--- config.mk ---
export PLATFORM = sky130hd
export DESIGN_NAME = instr_fetch_flat
export DESIGN_NICKNAME = d
export VERILOG_FILES = /design/src/rtl/instr_fetch_pkg.sv /design/src/rtl/instr_fetch_if.sv /design/src/rtl/bit_16_register.sv /design/src/rtl/instr_fetch.sv /design/src/flat_wrapper.sv
export SDC_FILE = /design/constraint.sdc
export NUM_CORES = 1
export LEC_CHECK = 0
export ABC_AREA = 1
export ABC_CLOCK_PERIOD_IN_PS = 1800
export BUFFER_PORTS_ARGS = -buffer_cell sky130_fd_sc_hd__clkbuf_2
export CORE_UTILIZATION = 30
export CTS_CLUSTER_SIZE = 8
export DETAILED_ROUTE_END_ITERATION = 12
export PLACE_DENSITY = 0.52
export SLEW_MARGIN = 20
export SYNTH_ARGS = -nofsm -noshare
export SYNTH_HDL_FRONTEND = slang
export SYNTH_SLANG_ARGS = --single-unit
export TNS_END_PERCENT = 1
--- constraint.sdc ---
create_clock -name clk -period 1.8 [get_ports clk]
set_clock_uncertainty 0.05 [all_clocks]
set_input_delay 0.36 -clock clk [delete_from_list [all_inputs] [get_ports clk]]
set_output_delay 0.36 -clock clk [all_outputs]
set_load 0.02 [all_outputs]
--- src/rtl/instr_fetch_pkg.sv ---
// Shared definitions for the instruction-fetch block: FSM state encoding and PC mux selects.
package instr_fetch_pkg;

    typedef logic [2:0] fetch_state_t;

    localparam fetch_state_t ST_IDLE = 3'd0;
    localparam fetch_state_t ST_ADDR = 3'd1;
    localparam fetch_state_t ST_WAIT = 3'd2;
    localparam fetch_state_t ST_HOLD = 3'd3;
    localparam fetch_state_t ST_ERR  = 3'd4;

    localparam logic [1:0] SEL_PC_INC = 2'b00;
    localparam logic [1:0] SEL_PC_EAB = 2'b01;
    localparam logic [1:0] SEL_PC_BUS = 2'b10;

endpackage

--- src/rtl/instr_fetch_if.sv ---
// Memory read bus plus the instruction-register handshake toward decode.
interface instr_fetch_if;
    logic [15:0] mem_addr;
    logic        mem_rd;
    logic [15:0] mem_rdata;
    logic        mem_ready;
    logic [15:0] ir;
    logic        ir_valid;
    logic        ir_ready;

    modport master (output mem_addr, mem_rd, ir, ir_valid,
                    input  mem_rdata, mem_ready, ir_ready);
    modport slave  (input  mem_addr, mem_rd, ir, ir_valid,
                    output mem_rdata, mem_ready, ir_ready);
endinterface

--- src/rtl/bit_16_register.sv ---
// 16-bit load-enabled register with asynchronous clear; used for MAR and IR.
module bit_16_register (
    input  logic        clk,
    input  logic        reset,
    input  logic        ld,
    input  logic [15:0] d,
    output logic [15:0] q
);
    always_ff @(posedge clk or posedge reset) begin
        if (reset)
            q <= '0;
        else if (ld)
            q <= d;
    end
endmodule

--- src/rtl/instr_fetch.sv ---
// Instruction fetch sequencer: issues PC to memory, captures the returned word into IR,
// and hands it to decode with a valid/ready handshake.
//   state | meaning
//   IDLE  | waiting for fetch_en
//   ADDR  | latch PC into MAR, pulse ldPC to advance the PC
//   WAIT  | memory read outstanding, bounded by TIMEOUT
//   HOLD  | IR valid, waiting for decode to accept
//   ERR   | memory timed out; sticky until reset
module instr_fetch
    import instr_fetch_pkg::*;
#(
    parameter int TIMEOUT = 8,
    parameter int CNT_W   = 16
) (
    input  logic             clk,
    input  logic             reset,
    input  logic             fetch_en,
    input  logic             flush,
    input  logic [15:0]      PCOut,
    output logic             ldPC,
    output logic [1:0]       selPC,
    output logic             fetch_err,
    output logic [CNT_W-1:0] fetch_count,
    instr_fetch_if.master    bus
);
    localparam int WCNT_W = (TIMEOUT < 2) ? 1 : $clog2(TIMEOUT);
    localparam logic [WCNT_W-1:0] WAIT_LAST = WCNT_W'(TIMEOUT - 1);

    fetch_state_t      state_q;
    fetch_state_t      state_d;
    logic [WCNT_W-1:0] wait_cnt;
    logic              timeout;
    logic              ld_mar;
    logic              ld_ir;
    logic              accept;

    assign timeout = (wait_cnt == WAIT_LAST);
    assign ld_mar  = (state_q == ST_ADDR);
    assign ld_ir   = (state_q == ST_WAIT) && bus.mem_ready && !flush;
    assign accept  = (state_q == ST_HOLD) && bus.ir_ready && !flush;

    always_comb begin
        state_d = state_q;
        case (state_q)
            ST_IDLE: if (fetch_en) state_d = ST_ADDR;
            ST_ADDR: state_d = flush ? ST_IDLE : ST_WAIT;
            ST_WAIT: begin
                if (flush)              state_d = ST_IDLE;
                else if (bus.mem_ready) state_d = ST_HOLD;
                else if (timeout)       state_d = ST_ERR;
            end
            ST_HOLD: begin
                if (flush)             state_d = ST_IDLE;
                else if (bus.ir_ready) state_d = fetch_en ? ST_ADDR : ST_IDLE;
            end
            ST_ERR:  state_d = ST_ERR;
            default: state_d = ST_IDLE;
        endcase
    end

    always_ff @(posedge clk or posedge reset) begin
        if (reset)
            state_q <= ST_IDLE;
        else
            state_q <= state_d;
    end

    // Counter is held at zero outside WAIT so every WAIT entry starts a fresh window.
    always_ff @(posedge clk or posedge reset) begin
        if (reset)
            wait_cnt <= '0;
        else if (state_q != ST_WAIT)
            wait_cnt <= '0;
        else if (!timeout)
            wait_cnt <= wait_cnt + 1'b1;
    end

    always_ff @(posedge clk or posedge reset) begin
        if (reset)
            fetch_count <= '0;
        else if (accept)
            fetch_count <= fetch_count + 1'b1;
    end

    bit_16_register u_mar (
        .clk   (clk),
        .reset (reset),
        .ld    (ld_mar),
        .d     (PCOut),
        .q     (bus.mem_addr)
    );

    bit_16_register u_ir (
        .clk   (clk),
        .reset (reset),
        .ld    (ld_ir),
        .d     (bus.mem_rdata),
        .q     (bus.ir)
    );

    assign ldPC         = (state_q == ST_ADDR);
    assign selPC        = SEL_PC_INC;
    assign bus.mem_rd   = (state_q == ST_WAIT);
    assign bus.ir_valid = (state_q == ST_HOLD);
    assign fetch_err    = (state_q == ST_ERR);

endmodule

--- src/flat_wrapper.sv ---
// flat-port wrapper written by rule: the top's interface ports become plain ports
module instr_fetch_flat import instr_fetch_pkg::*;
#(
    parameter int TIMEOUT = 8,
    parameter int CNT_W   = 16
)
  (clk, reset, fetch_en, flush, PCOut, ldPC, selPC, fetch_err, fetch_count, bus_mem_addr, bus_mem_rd, bus_ir, bus_ir_valid, bus_mem_rdata, bus_mem_ready, bus_ir_ready);
  instr_fetch_if bus_i ();
  input  logic clk;
  input  logic reset;
  input  logic fetch_en;
  input  logic flush;
  input  logic [15:0] PCOut;
  output logic ldPC;
  output logic [1:0] selPC;
  output logic fetch_err;
  output logic [CNT_W-1:0] fetch_count;
  output wire logic [$bits(bus_i.mem_addr)-1:0] bus_mem_addr;
  output wire logic [$bits(bus_i.mem_rd)-1:0] bus_mem_rd;
  output wire logic [$bits(bus_i.ir)-1:0] bus_ir;
  output wire logic [$bits(bus_i.ir_valid)-1:0] bus_ir_valid;
  input wire logic [$bits(bus_i.mem_rdata)-1:0] bus_mem_rdata;
  input wire logic [$bits(bus_i.mem_ready)-1:0] bus_mem_ready;
  input wire logic [$bits(bus_i.ir_ready)-1:0] bus_ir_ready;
  assign bus_mem_addr = bus_i.mem_addr;
  assign bus_mem_rd = bus_i.mem_rd;
  assign bus_ir = bus_i.ir;
  assign bus_ir_valid = bus_i.ir_valid;
  assign bus_i.mem_rdata = bus_mem_rdata;
  assign bus_i.mem_ready = bus_mem_ready;
  assign bus_i.ir_ready = bus_ir_ready;
  instr_fetch #(.TIMEOUT(TIMEOUT), .CNT_W(CNT_W)) u_core (.clk(clk), .reset(reset), .fetch_en(fetch_en), .flush(flush), .PCOut(PCOut), .ldPC(ldPC), .selPC(selPC), .fetch_err(fetch_err), .fetch_count(fetch_count), .bus(bus_i));
endmodule
Yosys cells after proc, flatten, opt, wreduce, memory -nomap -nowiden
Cells that the tools add are included.

cells by class
  add/subtract/negate cells = 2
  eq/ne operators = 10
  mux-type cells = 11
  reduce and logical (&&, ||, !) cells = 7

operator list
  operator                                                                  count
  3-bit two-way mux                                                         8
  16-bit by 1-bit adder with 16-bit output (second input constant)          1
  3-bit case mux with 5 select lines                                        1
  3-bit by 2-bit == test with 1-bit output (second input constant)          2
  3-bit == test (second input constant)                                     2
  3-bit by 2-bit inequality test with 1-bit output (second input constant)  2
  1-bit logical AND                                                         4
  2-bit inequality test (second input constant)                             2
  4-bit by 2-bit inequality test with 1-bit output (second input constant)  1
  3-bit by 1-bit adder with 3-bit output (second input constant)            1
  3-bit by 1-bit == test with 1-bit output (second input constant)          1
  3-bit zero test                                                           1
  3-bit AND reduction                                                       1
  2-bit two-way mux                                                         1
  1-bit zero test                                                           1
  1-bit two-way mux                                                         1

storage, ports and cells
  register bits = 54
  input bits = 38
  output and inout port bits = 54

Longest topological paths before layout
Gate-level depths: netlist of run 1.

  word-level depth = 5
  depth in mapped cells = 9
  depth with buffers taken out = 8

Cells and area by module
A second synthesis of run 1 with hierarchy kept.

second synthesis, totals
  cell total of the unflattened synthesis = 298
  area, all modules = 2538.7 um2

by module, submodules not included
  module           instances  cells an instance  area each (um2)  sequential area each (um2)
  bit_16_register  2          69                 648.1            400.4
  instr_fetch      1          160                1242.4           550.5

Worst setup path after synthesis of run 1
No wires, ideal clock.

  path type = register to register
  from = register u_core.fetch_count[0]
  to = register u_core.fetch_count[8]
  setup time = 123 ps
  arrival = 1377 ps
  required time = 1627 ps
  slack = 250 ps
  stages on the path, launching flop included = 7
  clock period less this slack = 1550 ps
  cells stage by stage = dfrtp_1 -> ha_1 -> nand3_1 -> nor2_1 -> nand2_4 -> o21ai_0 -> nand2_1

on the way
  cells in the longest elaborated chain, start to end = 1

RTL lines
  item                                      line               source
  start: declaration                        instr_fetch.sv:23  output logic [CNT_W-1:0] fetch_count,
  start signal: assignment                  instr_fetch.sv:82  fetch_count <= fetch_count + 1'b1;
  16-bit by 1-bit adder with 16-bit output  instr_fetch.sv:82

No other way between the ends.
A chain may end at the register's enable or synchronous reset.

Worst setup path after layout of run 1
  from = register u_core.state_q[1]
  to = output port fetch_err

on the way
  cells in the longest elaborated chain, start to end = 1

RTL lines
  item                      line                source
  start: declaration        instr_fetch.sv:29   fetch_state_t state_q;
  start signal: assignment  instr_fetch.sv:65   state_q <= state_d;
  3-bit == test             instr_fetch.sv:105  assign fetch_err = (state_q == ST_ERR);
  end: declaration          flat_wrapper.sv:16  output logic fetch_err;

No other way between the ends.

==> reports/summary.txt, run 1 <==
Status: finished clean
Met2 usage: 21.3%
Fin crit share: 95.5%
Clk Latency, worst-skew pair: 0.31 ns
Sequential power share: 41.3%
First-pass GRT wire length: 9560 um
Number of port buffers: 89
Starting Density: 31.6%
Num ports: 92
Clk buf depth: 2
TritonCTS clock tree: yes
Crit path time final: 1.72 ns
Post-CTS setup buffers: 0
Routability cong.: 0.830
Max-cap viol count: 0
Final net count: 430
CP max FO: 7
Yosys warns: 0
Via density: 4.29
Final Hold Violating Endpoints: 0
Startpoint types: flip-flop
Pwr/cell area: 1460 nW/um2
Peak VDD IR: 0.461 mV
CTS resizes: 0
TritonRoute pass-1 iters: 4
WS Path Type: reg -> out
Die area: 8630 um2
Fill count: 839
CTS Hold Bufs: 0
Detailed-route DRC error count: 0
Max-slew violation count: 0
# setup viols final: 0
Post-Syn Instances: 295
Switch share: 41.8%
Post-Place Cells: 484
Core Rows: 32
Pin count of the biggest net entering global routing: 55
P&R area growth vs syn: 27.8%
Dominant cells by area after synthesis: dfrtp_1 (55%), nand2_1 (22%), inv_1 (2.6%), nand3_1 (2.4%), nor2_1 (2.4%)
Met1 usage: 19.0%
Detailed-placement wirelength estimate: 4210 um
Syn avg cell area: 8.40 um2
H-tree Lvls: 2
Setup TNS: 0 ns
Clock share of power: 18.7%
Busiest grt layer: met2
Layout cells sized above 1: 30.0%
Chip height: 92.9 um
Clock transition at path regs: 0.10 ns
Int Pwr: 2700 uW
Min-delay worst type: in -> async
Non-Filler Instances: 492
#FFs+latches synth: 54
R2R depth: 6
Crit path to: fetch_err
Most frequent cells in the layout: nand2_1 (147), clkbuf_2 (88), dfrtp_1 (52)
Initial antenna violation count: 0
Post-synth cell types: 23
ANT cells: 0
Die W: 92.9 um
Initial DRC Count: 66
FF-to-FF End: u_core.fetch_count[8]$_DFFE_PP0P_
Wirelength per Cell: 11.5 um
ANT nets after route: 0
WP data required: 1.39 ns
Clock sinks: 54
Comb pwr share: 40.0%
Grt met3 use: 3.37%
Total GRT Usage: 13.9%
Sw Pwr: 1940 uW
Vias in the first global route: 2042
Register area share after synthesis: 54.5%
Worst setup startpoint: u_core.state_q[1]$_DFFE_PP0P_
Grt ovf: 0
Root Buffer: clkbuf_8
Vias: 2111
Setup crit end kind: primary output
TritonCTS buffer count: 5
Core box area: 7850 um2
RSZ-0062 raised after global routing: no
Commonest non-fill, non-tap cell in the layout: nand2_1
Worst r2r src: u_core.fetch_count[0]$_DFFE_PP0P_
Max Fclk: 0.582 GHz
Post-synthesis cell area: 2480 um2
Synth area leader: dfrtp_1
Final WL: 5650 um
Worst R2R Setup Slack: 0.22 ns
Top-area cell type share of the netlist area: 54.5%
Worst EP arrival: 1.31 ns
Static Leak: 0.00177 uW
-- Yosys cell counts --
master	instances
nand3_4	1
xor2_1	2
inv_2	4
nor2_1	16
xnor2_1	6
buf_6	1
nor3_1	4
inv_1	17
buf_4	5
o21ai_0	3
nand2_4	2
nand3_1	12
a21oi_1	4
nor2_8	1
nand3b_1	1
nor3_4	1
conb_1	1
dfrtp_1	54
ha_1	3
nand2_1	147
nor2_4	3
nand4_1	6
buf_2	1
-- logic make-up (layout without fill, tap and decap cells) --
family                     after synthesis  count (layout)  synth area share [%]
and+or+nand+nor                        194             194                  34.2
DFF                                     54              54                  54.5
buffers and inverters                   28             122                  5.35
xor gates and xnor gates                 8               8                  2.83
AOI/OAI and AO/OA                        7               7                  1.41
adders and majority gates                3               3                  1.52
other                                    1               2                 0.151
-- worst max-delay path: stages (launching register included) --
cell	delay [ns]
dfrtp_2	0.48
nor3_1	0.29
clkbuf_2	0.23
-- final cells by class --
class / count / area, um2 / area share, %
sequential: 54 / 1350 / 42.7
multi-input combinational: 214 / 997 / 31.5
timing repair buffer: 93 / 488 / 15.4
tap: 102 / 128 / 4.03
clock buffer: 6 / 82.6 / 2.61
inverter: 21 / 78.8 / 2.49
clock inverter: 2 / 38.8 / 1.22
-- per-layer routing --
layer	wire, um	part of all wire (%)
met1	2760	49
met2	2430	43
met3	363	6.4
met4	94	1.7
met5	0	0
-- state kept, by name (all words and copies together), names as in the netlist --
signal	count
u_core.fetch_count	16
u_core.state_q	3
u_core.u_ir.q	16
u_core.u_mar.q	16
u_core.wait_cnt	3
-- worst min-delay path by stage --
| stage | end | slack, ns | depth (start not counted) |
|---|---|---|---|
| floorplan | u_core.u_mar.q[10]$_DFFE_PP0N_ | 0.43 | 2 |
| global placement | u_core.u_ir.q[6]$_DFFE_PP0P_ | 0.38 | 3 |
| detailed placement | u_core.u_mar.q[6]$_DFFE_PP0N_ | 0.38 | 3 |
| CTS | u_core.u_ir.q[3]$_DFFE_PP0P_ | 0.03 | 3 |
| global route | u_core.u_mar.q[9]$_DFFE_PP0N_ | 0.05 | 3 |
| finish | u_core.u_mar.q[6]$_DFFE_PP0N_ | 0.02 | 3 |
-- power groups by stage --
stage	combinational (uW)	sequential (uW)	clock (uW)
final	1850	1910	868
after global routing	2090	1970	942
after CTS	1880	1910	900
after detailed placement	1880	1940	0
after global placement	1870	1920	0
after floorplan	797	2370	0
-- stage by stage --
step,util [%],hold slack (ns),setup slack (ns),power (uW),cell area [um2]
2_1_floorplan,-,0.427,0.0754,3160,2480
3_3_place_gp,38.8,0.377,0.303,3790,3040
5_1_grt,40.4,0.0462,0.0221,5010,3170
3_5_place_dp,38.8,0.379,0.235,3810,3040
4_1_cts,40.3,0.0266,0.00747,4690,3160
6_report,40.4,0.0203,0.0808,4640,3170
Power figures use the tool's default switching activity.
==> inputs of run 2 (changes only) <==
--- a/config.mk
+++ b/config.mk
@@ -11,6 +11,7 @@
 export CORE_UTILIZATION = 30
 export CTS_CLUSTER_SIZE = 8
 export DETAILED_ROUTE_END_ITERATION = 12
+export GPL_TIMING_DRIVEN = 0
 export PLACE_DENSITY = 0.52
 export SLEW_MARGIN = 20
 export SYNTH_ARGS = -nofsm -noshare
==> run 2 against run 1 <==
Clock power decreased by 23%. Critical path type unchanged. Combinational power increased by 12%. Design area is 2.1% higher. Wire length decreased by 1.0%. Highest routed layer unchanged. Utilization up 0.85 points. Largest cell class unchanged. Sequential power barely moved. Final cell count increased by 2.2%. Largest power group is now combinational cells. Maximum frequency decreased by 0.20%. Flip-flop and latch count unchanged. Clock-buffer cell count down 1. Critical endpoint is now ldPC.
==> reports/summary.txt, run 2 (synthesis gave the netlist of run 1 again) <==
Worst EP arrival: 1.31 ns (about the same)
P&R area growth vs syn: 30.5% (was 27.8%)
Relative slew slack: 55.2%
Cell mode on critical path: buf_6
Commonest non-fill, non-tap cell in the layout: nand2_1 (unchanged)
Final WL: 5600 um (was 5650 um)
Peak VDD IR: 0.401 mV (was 0.461 mV)
WS Path Type: reg -> out (unchanged)
CP max stage cell: dfrtp_1 (was dfrtp_2)
Chip height: 92.9 um (unchanged)
Crit path time final: 1.72 ns (about the same)
Clk buf depth: 2 (unchanged)
# setup viols final: 0 (unchanged)
Core Rows: 32 (unchanged)
Setup TNS: 0 ns (unchanged)
Fill count: 829 (was 839)
Wirelength per Cell: 11.1 um (was 11.5 um)
Pin count of the biggest net entering global routing: 55 (unchanged)
R2R depth: 7 (was 6)
Detailed-route DRC error count: 0 (unchanged)
Power consumption: 4620 uW (was 4640 uW)
Total GRT Usage: 13.5% (was 13.9%)
Routability cong.: 0.786 (was 0.830)
Num ports: 92 (unchanged)
TritonRoute pass-1 iters: 4 (unchanged)
Initial antenna violation count: 0 (unchanged)
Most frequent cells in the layout: nand2_1 (147), clkbuf_2 (87), dfrtp_1 (53) (was nand2_1 (147), clkbuf_2 (88), dfrtp_1 (52))
Pwr/cell area: 1430 nW/um2 (was 1460 nW/um2)
Fin crit share: 95.7% (was 95.5%)
Largest stage delay on the critical path: 0.38 ns (was 0.48 ns)
Largest regs: u_core.fetch_count x16, u_core.u_ir.q x16, u_core.u_mar.q x16 (unchanged)
ANT cells: 0 (unchanged)
Buffers & Inverters on Critical Path: 3 (was 1)
Via density: 4.30 (was 4.29)
Worst slew pin tran: 0.671 ns
CTS Hold Bufs: 0 (unchanged)
CP max FO: 6 (was 7)
Vias: 2161 (was 2111)
Clock sinks: 54 (unchanged)
Crit-path leading delay family: buffers and inverters (was flip-flops)
H-tree Lvls: 2 (unchanged)
Status: finished clean (unchanged)
Root Buffer: clkbuf_8 (unchanged)
Post-layout util: 41.2% (was 40.4%)
Grt ovf: 0 (unchanged)
Clock transition at path regs: 0.10 ns (about the same)
Die W: 92.9 um (unchanged)
Final net count: 442 (was 430)
ANT nets after route: 0 (unchanged)
Max-cap viol count: 0 (unchanged)
Startpoint types: flip-flop (unchanged)
Setup crit end kind: primary output (unchanged)
Max-slew violation count: 0 (unchanged)
WP data required: 1.39 ns (about the same)
Clk Latency, worst-skew pair: 0.30 ns (was 0.31 ns)
Min-delay worst type: in -> async (unchanged)
Starting Density: 31.6% (unchanged)
Static Leak: 0.00181 uW (was 0.00177 uW)
Layout cells sized above 1: 31.9% (was 30.0%)
Vias in the first global route: 2023 (was 2042)
Die area: 8630 um2 (unchanged)
Core box area: 7850 um2 (unchanged)
TritonCTS buffer count: 5 (unchanged)
Max Fclk: 0.580 GHz (was 0.582 GHz)
CP Depth: 4 (was 2)
Number of port buffers: 89 (unchanged)
Final Hold Violating Endpoints: 0 (unchanged)
RSZ-0062 raised after global routing: yes (was no)
First-pass GRT wire length: 9250 um (was 9560 um)
Initial DRC Count: 63 (was 66)
Critical path cell sequence: buf_6, nor3_4, buf_6, buf_6 (was nor3_1, clkbuf_2)
Detailed-placement wirelength estimate: 4040 um (was 4210 um)
TritonCTS clock tree: yes (unchanged)
-- run 2: layout make-up --
type | count | area, um2 | area share [%]
plain buffers | 7 | 61.3 | 1.90
flip-flops and latches | 54 | 1350 | 41.8
well taps | 102 | 128 | 3.95
inverters | 21 | 81.3 | 2.52
clock buffers | 5 | 68.8 | 2.13
clock inverters | 2 | 15.0 | 0.464
repair buffers | 98 | 522 | 16.1
multi-input cells | 214 | 1000 | 31.1
-- run 2: path summary, 6_finish.rpt --
path | start | endpoint | slack [ns]
setup reg to reg | u_core.fetch_count[0]$_DFFE_PP0P_ | u_core.fetch_count[12]$_DFFE_PP0P_ | 0.29
min in group clk | bus_mem_rdata[15] | u_core.u_ir.q[15]$_DFFE_PP0P_ | 0.20
hold / removal | reset | u_core.u_ir.q[4]$_DFFE_PP0P_ | 0.1
max in group asynchronous | reset | u_core.state_q[2]$_DFFE_PP0P_ | 1.12
hold reg to reg | u_core.u_mar.q[6]$_DFFE_PP0N_ | u_core.u_mar.q[6]$_DFFE_PP0N_ | 0.43
setup / recovery | u_core.state_q[1]$_DFFE_PP0P_ | ldPC | 0.08
-- run 2: metal layers --
layer	up-vias	wire, um	part of all wire (%)	global-route usage (%)
li1	1115	-	-	-
met1	978	2620	47	17.9
met2	64	2590	46	21.9
met3	4	340	6.1	3.20
met4	0	39	0.70	3.85
met5	-	0	0	0
-- run 2: power by group --
group	switching (uW)	internal, uW
sequential	255	1630
clock	398	267
combinational	1300	774
total	1950	2670
-- run 2: per-stage QoR --
| stage | hold slack, ns | setup WS (ns) | std cells | instance area (um2) |
|---|---|---|---|---|
| 5_1_grt | 0.146 | -0.00835 | 503 | 3230 |
| 2_1_floorplan | 0.427 | 0.0754 | 296 | 2480 |
| 3_5_place_dp | 0.407 | -0.0214 | 487 | 3060 |
| 6_report | 0.0981 | 0.0773 | 503 | 3230 |
| 3_3_place_gp | 0.405 | -0.732 | 487 | 3050 |
| 4_1_cts | 0.123 | 0.00247 | 496 | 3170 |
-- run 2: what timing repair did --
| action | CTS | global route |
|---|---|---|
| setup buffers | 2 | 7 |
| gates resized for setup | 3 | 7 |
| cloned | 0 | 0 |
| pin swaps | 1 | 1 |
| endpoints found under the setup margin | 2 | 4 |
==> inputs of run 3 (changes only) <==
--- a/config.mk
+++ b/config.mk
@@ -13,6 +13,7 @@
 export DETAILED_ROUTE_END_ITERATION = 12
 export GPL_TIMING_DRIVEN = 0
 export PLACE_DENSITY = 0.52
+export SETUP_SLACK_MARGIN = 0.3
 export SLEW_MARGIN = 20
 export SYNTH_ARGS = -nofsm -noshare
 export SYNTH_HDL_FRONTEND = slang
==> constraint.sdc (replaced) <==
create_clock -name clk -period 1.8 [get_ports clk]
set_clock_uncertainty 0.05 [all_clocks]
set_input_delay 0.18 -clock clk [delete_from_list [all_inputs] [get_ports clk]]
set_output_delay 0.18 -clock clk [all_outputs]
set_load 0.02 [all_outputs]
==> run 3 against run 2 <==
Sequential power about the same. Maximum frequency increased by 13%. Combinational power decreased by 3%. Die area unchanged. Largest power group unchanged.
==> reports/summary.txt, run 3 (synthesis gave the netlist of run 1 again) <==
Final net count: 439 (was 442)
Status: finished clean (unchanged)
Min-delay worst type: in -> reg (was in -> async)
TritonCTS buffer count: 5 (unchanged)
Worst EP arrival: 1.30 ns (was 1.31 ns)
CP max stage cell: dfrtp_1 (unchanged)
Commonest non-fill, non-tap cell in the layout: nand2_1 (unchanged)
Max Fclk: 0.654 GHz (was 0.580 GHz)
Root Buffer: clkbuf_8 (unchanged)
Final WL: 5590 um (was 5600 um)
Pwr/cell area: 1480 nW/um2 (was 1430 nW/um2)
Layout cells sized above 1: 31.6% (was 31.9%)
Pin count of the biggest net entering global routing: 30 (was 55)
Number of port buffers: 89 (unchanged)
Die area: 8630 um2 (unchanged)
Peak VDD IR: 0.406 mV (was 0.401 mV)
Largest stage delay on the critical path: 0.38 ns (about the same)
ANT nets after route: 0 (unchanged)
Post-layout util: 41.9% (was 41.2%)
Core Rows: 32 (unchanged)
R2R depth: 7 (unchanged)
Total GRT Usage: 13.7% (was 13.5%)
Setup TNS: 0 ns (unchanged)
Clock sinks: 54 (unchanged)
Detailed-placement wirelength estimate: 4150 um (was 4040 um)
Worst setup startpoint: u_core.state_q[1]$_DFFE_PP0P_ (unchanged)
Initial DRC Count: 46 (was 63)
TritonRoute pass-1 iters: 4 (unchanged)
Final Hold Violating Endpoints: 0 (unchanged)
Crit path time final: 1.53 ns (was 1.72 ns)
Setup crit end kind: primary output (unchanged)
Critical path cell sequence: buf_6, nor3_4, buf_6, buf_6 (unchanged)
TritonCTS clock tree: yes (unchanged)
Register area: 1350 um2 (about the same)
Vias: 2178 (was 2161)
Core box area: 7850 um2 (unchanged)
Num ports: 92 (unchanged)
Max-cap viol count: 0 (unchanged)
Relative slew slack: 59.8% (was 55.2%)
H-tree Lvls: 2 (unchanged)
Fill count: 825 (was 829)
ANT cells: 0 (unchanged)
Worst R2R Setup Slack: 0.33 ns (was 0.29 ns)
Max-slew violation count: 0 (unchanged)
Chip height: 92.9 um (unchanged)
Wirelength per Cell: 11.2 um (was 11.1 um)
Grt ovf: 0 (unchanged)
Die W: 92.9 um (unchanged)
Clock transition at path regs: 0.10 ns (about the same)
Largest regs: u_core.fetch_count x16, u_core.u_ir.q x16, u_core.u_mar.q x16 (unchanged)
Initial antenna violation count: 0 (unchanged)
P&R area growth vs syn: 32.8% (was 30.5%)
RSZ-0062 raised after global routing: yes (unchanged)
First-pass GRT wire length: 9420 um (was 9250 um)
Crit path to: ldPC (unchanged)
WP data required: 1.57 ns (was 1.39 ns)
Starting Density: 31.6% (unchanged)
Multi-input logic area: 1000 um2 (unchanged)
Vias in the first global route: 2053 (was 2023)
FF-to-FF End: u_core.fetch_count[12]$_DFFE_PP0P_ (unchanged)
Detailed-route DRC error count: 0 (unchanged)
Worst slew pin tran: 0.601 ns (was 0.671 ns)
Clk buf depth: 2 (unchanged)
Via density: 4.35 (was 4.30)
Most frequent cells in the layout: nand2_1 (147), clkbuf_2 (86), dfrtp_1 (52) (was nand2_1 (147), clkbuf_2 (87), dfrtp_1 (53))
Startpoint types: flip-flop (unchanged)
CP max FO: 7 (was 6)
Clk Latency, worst-skew pair: 0.30 ns (about the same)
WS Path Type: reg -> out (unchanged)
Fin crit share: 84.9% (was 95.7%)
# setup viols final: 0 (unchanged)
Worst r2r src: u_core.fetch_count[0]$_DFFE_PP0P_ (unchanged)
Cell mode on critical path: buf_6 (unchanged)
Routability cong.: 0.756 (was 0.786)
Static Leak: 0.00183 uW (was 0.00181 uW)
Power consumption: 4880 uW (was 4620 uW)
[run 3: worst min-delay path by stage]
| stage | cells after the start | startpoint | endpoint |
|---|---|---|---|
| 6_report | 3 | bus_mem_rdata[12] | u_core.u_ir.q[12]$_DFFE_PP0P_ |
| 5_1_grt | 3 | bus_mem_rdata[12] | u_core.u_ir.q[12]$_DFFE_PP0P_ |
| 4_1_cts | 3 | bus_mem_rdata[13] | u_core.u_ir.q[13]$_DFFE_PP0P_ |
| 3_3_place_gp | 3 | bus_mem_rdata[14] | u_core.u_ir.q[14]$_DFFE_PP0P_ |
| 3_5_place_dp | 2 | reset | u_core.u_mar.q[3]$_DFFE_PP0N_ |
| 2_1_floorplan | 1 | reset | u_core.fetch_count[10]$_DFFE_PP0P_ |
[run 3: layout make-up]
cell class                      count  share of cell area [%]
Buffer                              7                    1.86
Clock buffer                        6                    2.51
Clock inverter                      2                    1.83
Inverter                           21                    2.59
Multi-Input combinational cell    214                    30.5
Sequential cell                    54                    41.2
Tap cell                          102                    3.88
Timing Repair Buffer               95                    15.6
[run 3: repair_timing]
item,4_1_cts,5_1_grt
resized for setup,6,5
hold buffers,1,0
hold endpoints to repair,25,0
endpoints found under the setup margin,29,30
pin swaps,1,1
setup buffers,4,0
[run 3: worst max-delay path: cells and delay by family (launching register included)]
| kind | cells | cell delay (ns) |
|---|---|---|
| flip-flops | 1 | 0.38 |
| buffers and inverters | 3 | 0.37 |
| AND/OR/NAND/NOR | 1 | 0.24 |
[run 3: stage by stage]
stage	hold slack, ns	setup slack, ns	instances	area, um2
3_3_place_gp	0.333	0.182	487	3060
3_5_place_dp	0.223	0.198	488	3080
4_1_cts	0.00623	0.239	501	3280
2_1_floorplan	0.198	0.299	296	2490
6_report	0.0222	0.272	501	3290
5_1_grt	0.0149	0.206	501	3290
[run 3: routing by layer]
| metal | track usage [%] | wire length, um | part of all wire [%] |
|---|---|---|---|
| met5 | 0 | 0 | 0 |
| met4 | 4.23 | 76 | 1.4 |
| met3 | 2.46 | 325 | 5.8 |
| met2 | 22.2 | 2510 | 45 |
| met1 | 18.4 | 2670 | 48 |
[run 3: power by group]
group | switching, uW | total (uW) | internal, uW
combinational | 1290 | 2000 | 712
sequential | 255 | 1890 | 1630
clock | 395 | 988 | 593
total | 1940 | 4880 | 2940
